`src/rtl/microwave_controller.sv`:
```
// Microwave oven controller: BCD MM:SS keypad entry, countdown cook timer,
// pause/resume on stop or door, and a timed cook-complete indication.
module microwave_controller #(
    parameter int DONE_TICKS = 3
) (
    input  logic       clk,
    input  logic       rst,
    input  logic       startn,
    input  logic       stopn,
    input  logic       clearn,
    input  logic       door_closed,
    input  logic       sec_tick,
    input  logic       key_valid,
    input  logic [3:0] key_digit,
    output logic       mag_on,
    output logic       timer_done,
    output logic [3:0] min_tens,
    output logic [3:0] min_ones,
    output logic [3:0] sec_tens,
    output logic [3:0] sec_ones,
    output logic [2:0] state
);

    typedef enum logic [2:0] {
        IDLE   = 3'd0,
        SET    = 3'd1,
        COOK   = 3'd2,
        PAUSED = 3'd3,
        DONE   = 3'd4
    } state_t;

    localparam int CW = (DONE_TICKS > 1) ? $clog2(DONE_TICKS) : 1;

    state_t        state_q, state_d;
    logic [3:0]    mt_q, mo_q, st_q, so_q;
    logic [3:0]    mt_d, mo_d, st_d, so_d;
    logic [CW-1:0] cnt_q, cnt_d;
    logic          time_zero, time_one, start_ok, key_ok;

    always_ff @(posedge clk or posedge rst) begin
        if (rst) begin
            state_q <= IDLE;
            mt_q    <= '0;
            mo_q    <= '0;
            st_q    <= '0;
            so_q    <= '0;
            cnt_q   <= '0;
        end else begin
            state_q <= state_d;
            mt_q    <= mt_d;
            mo_q    <= mo_d;
            st_q    <= st_d;
            so_q    <= so_d;
            cnt_q   <= cnt_d;
        end
    end

    assign time_zero = (mt_q == 4'd0) && (mo_q == 4'd0) && (st_q == 4'd0) && (so_q == 4'd0);
    assign time_one  = (mt_q == 4'd0) && (mo_q == 4'd0) && (st_q == 4'd0) && (so_q == 4'd1);
    // Door/stop conditions are already excluded by the higher-priority branch below.
    assign start_ok  = !startn && ((state_q == SET) || (state_q == PAUSED)) && !time_zero;
    assign key_ok    = key_valid && (key_digit <= 4'd9) && ((state_q == IDLE) || (state_q == SET));

    always_comb begin
        state_d = state_q;
        mt_d    = mt_q;
        mo_d    = mo_q;
        st_d    = st_q;
        so_d    = so_q;
        cnt_d   = cnt_q;

        if (!clearn) begin
            state_d = IDLE;
            mt_d    = '0;
            mo_d    = '0;
            st_d    = '0;
            so_d    = '0;
            cnt_d   = '0;
        end else if (!stopn || !door_closed) begin
            if (state_q == COOK) begin
                state_d = PAUSED;
            end else if ((state_q == DONE) && !door_closed) begin
                state_d = IDLE;
                cnt_d   = '0;
            end
        end else if (start_ok) begin
            state_d = COOK;
        end else if (key_ok) begin
            mt_d    = mo_q;
            mo_d    = st_q;
            st_d    = so_q;
            so_d    = key_digit;
            state_d = SET;
        end else if (sec_tick) begin
            if (state_q == COOK) begin
                if (so_q != 4'd0) begin
                    so_d = so_q - 4'd1;
                end else begin
                    so_d = 4'd9;
                    if (st_q != 4'd0) begin
                        st_d = st_q - 4'd1;
                    end else begin
                        st_d = 4'd5;
                        if (mo_q != 4'd0) begin
                            mo_d = mo_q - 4'd1;
                        end else begin
                            mo_d = 4'd9;
                            mt_d = mt_q - 4'd1;
                        end
                    end
                end
                if (time_one) begin
                    state_d = DONE;
                    cnt_d   = '0;
                end
            end else if (state_q == DONE) begin
                if (cnt_q == CW'(DONE_TICKS - 1)) begin
                    state_d = IDLE;
                    cnt_d   = '0;
                end else begin
                    cnt_d = cnt_q + 1'b1;
                end
            end
        end
    end

    assign state      = state_q;
    assign mag_on     = (state_q == COOK) && door_closed;
    assign timer_done = (state_q == DONE);
    assign min_tens   = mt_q;
    assign min_ones   = mo_q;
    assign sec_tens   = st_q;
    assign sec_ones   = so_q;

endmodule

```
`config.mk`:
```
export PLATFORM = sky130hd
export DESIGN_NAME = microwave_controller
export DESIGN_NICKNAME = d
export VERILOG_FILES = /design/src/rtl/microwave_controller.sv
export SDC_FILE = /design/constraint.sdc
export NUM_CORES = 1
export LEC_CHECK = 0
export ABC_CLOCK_PERIOD_IN_PS = 2500
export CORE_MARGIN = 2
export CORE_UTILIZATION = 50
export DETAILED_ROUTE_END_ITERATION = 10
export PLACE_DENSITY = 0.79
export REMOVE_ABC_BUFFERS = 1
export SLEW_MARGIN = 20
export SYNTH_ARGS = -nofsm -noshare
export SYNTH_HDL_FRONTEND = slang
export SYNTH_SLANG_ARGS = --single-unit
```
`constraint.sdc`:
```
create_clock -name clk -period 2.5 [get_ports clk]
set_clock_uncertainty 0.05 [all_clocks]
set_input_delay 0.5 -clock clk [delete_from_list [all_inputs] [get_ports clk]]
set_output_delay 0.5 -clock clk [all_outputs]
set_load 0.05 [all_outputs]
```
==> results_dict.tcl <==
set metrics [dict create \
    dp_cells 247 \
    power_density_nw_per_um2 516 \
    crit_family "simple AND/OR/NAND/NOR gates" \
    clockRootBuffer "clkbuf_4" \
    slew_headroom_pct 66.7 \
    clockBufferDepth 2 \
    die_w_um 58.6 \
    initial_core_util_pct 53.1 \
    cp_cell_sequence "inv_1, ha_2, or4b_4, nor4_4, a31oi_2, o2111ai_2, o31ai_2, a22o_1" \
    fin_crit_sh_pct 96.9 \
    drv_cap 0 \
    grt_pass1_vias 1485 \
    top_layer "met4" \
    synth_edf_count 0 \
    htree_levels 1 \
    diodes 0 \
    postRouteAntennaNets 0 \
    violations "DRC" \
    drive_above_1_share_pct 19.1 \
    cp.depth 8 \
    status "complete, but fails checks" \
    end_kind "flop" \
    vdd_drop_max_uv 327 \
    rr_worst_depth 8 \
    syn_area_um2 1490 \
    antenna_found_initial 0 \
    core_um2 2810 \
    synth_warnings 0 \
    crit_path_max_incr_delay_ps 500 \
    post_dp_cell_area_um2 1950 \
    clkSlewWorstSetupHoldPaths_ps 120 \
    ys_dominant_reg_cell "dfrtp_1" \
    timing.hold.ws_ps 464 \
    cp_slowest_cell "or4b_4" \
    met1_length_mm 1.85 \
    routedWlPerCell_um 16.8 \
    synth.area.top_cells "dfrtp_1, o21ai_0, nand2_1, nor2_1, a21oi_1" \
    grt_pass1_wl_mm 6.98 \
    io_buffers 32 \
    slew_viol_final 0 \
    routabilityCongestion 0.924 \
    cts.sinks 21 \
    drc 2 \
    wl_mm 4.31 \
    p_leak_nw 0.855 \
    critical_path_class "reg -> reg" \
    cp-start-kind "flop" \
    synth.avg_cell_area_um2 8.47 \
    place_ws_ps 50.3 \
    min_period_ps 2420 \
    vias 1624 \
    via_per_inst 6.34 \
    worst-path-max-fanout 3 \
    finalNonFillerCells 256 \
    setup_viol 0 \
    hold_violations 0 \
    ys_seq_elements 21 \
    ys_types 46 \
    dieArea_um2 3430 \
    grt_overflow 0 \
    final_area_um2 2050 \
    hold_path.class "in -> async" \
    synth_top_area_share_pct 35.3 \
    grt_max_degree 22 \
    grt_usage_pct 26.5 \
    clock_latency_ps 300 \
    synthArstFlopShare_pct 100 \
    worst_slack_ps 77.5 \
    critical_path_buf_inv_count 1 \
    fp-row-count 19 \
    tightest_slew_ps 498 \
    fmax_mhz 413 \
    pin_count 33 \
    area_growth_syn_to_layout_pct 37.3 \
    dr.pass1.iters 7 \
    netlist_instances 176 \
    met3_length_um 239 \
    fin_util_pct 72.9 \
    drtIter0Drc 106 \
    yosysSeqAreaShare_pct 35.3 \
    mostFrequentLayoutCells "clkdlybuf4s50_1, dfrtp_1, buf_4" \
    die_h_um 58.6 \
    layout_commonest_cell "clkdlybuf4s50_1" \
    hpwl_mm 3.16 \
    required_ps 2640 \
    fin_nets 239 \
    finalSetupTns_ps 0 \
    arrival_ps 2570 \
    tritoncts "yes" \
    dr_wl_met2_mm 2.12 \
    power_mw 1.06 \
    hold_buffers 0 \
    yosys.area.top_type "dfrtp_1" \
    cts_buffers 3 \
]
==> layer usage <==
layer	vias to the layer above	GRT usage, %
li1	756	-
met1	783	35.8
met2	69	42.5
met3	16	3.52
met4	0	11.7
met5	-	0
==> cells in the mapped netlist (2+ instances only) <==
library cell  number
nand3_1            7
o21ai_1            5
clkbuf_1           6
nand2_1           18
nor4_1             4
a21oi_1           10
mux2_2             2
nand4_1            2
a22o_1             5
nor2_1            18
a31oi_1            4
nand2b_1           3
o21ai_4            2
o21ai_0           14
o211ai_1           3
a32o_1             2
or3_1              2
nor3b_1            3
o31ai_1            3
dfrtp_1           21
a21o_1             3
and3_1             3
nor3_1             4
inv_1              6
and2_1             5
==> report_power, final <==
part           switching [mW]  internal, mW  total, mW
clock network           0.102        0.0621      0.164
logic                   0.303         0.196      0.499
registers              0.0280         0.364      0.392
==> sequential cells by signal, summed over array words and instances (netlist names) <==
register  count
min_ones      4
min_tens      4
sec_ones      4
sec_tens      4
state         3
cnt_q         2
==> cell type report <==
class                      count  area (µm²)
multi-input combinational    141         938
timing repair buffer          52         490
inverter                       7        26.3
fill                         226         759
tap                           31        38.8
clock buffer                   4        26.3
sequential                    21         526
==> worst min-delay path: stages <==
cell             delay, ps
clkdlybuf4s50_1        390
inv_1                   50
buf_4                  270
==> cells by family after synthesis <==
family / share of synthesized area (%)
buffers and inverters: 3.61
flip-flops: 35.3
AND/OR/NAND/NOR: 27.5
adder cells (fa/ha/maj): 0.839
multiplexers: 2.18
AO/OA/AOI/OAI: 30.6
==> path summary, 6_finish.rpt <==
path	end	slack, ps	start
hold / removal	min_ones[1]	460	rst
min in group clk	cnt_q[0]	510	cnt_q[0]
hold reg to reg	cnt_q[0]	510	cnt_q[0]
setup reg to reg	state[1]	80	min_tens[1]
max in group asynchronous	sec_ones[1]	1720	rst
setup / recovery	state[1]	80	min_tens[1]
==> what timing repair did <==
item                       CTS  global route
setup endpoints to repair    0             8
buffers inserted             0             5
resized for setup            0             5
hold endpoints to repair     0             0
Power figures use the tool's default switching activity.
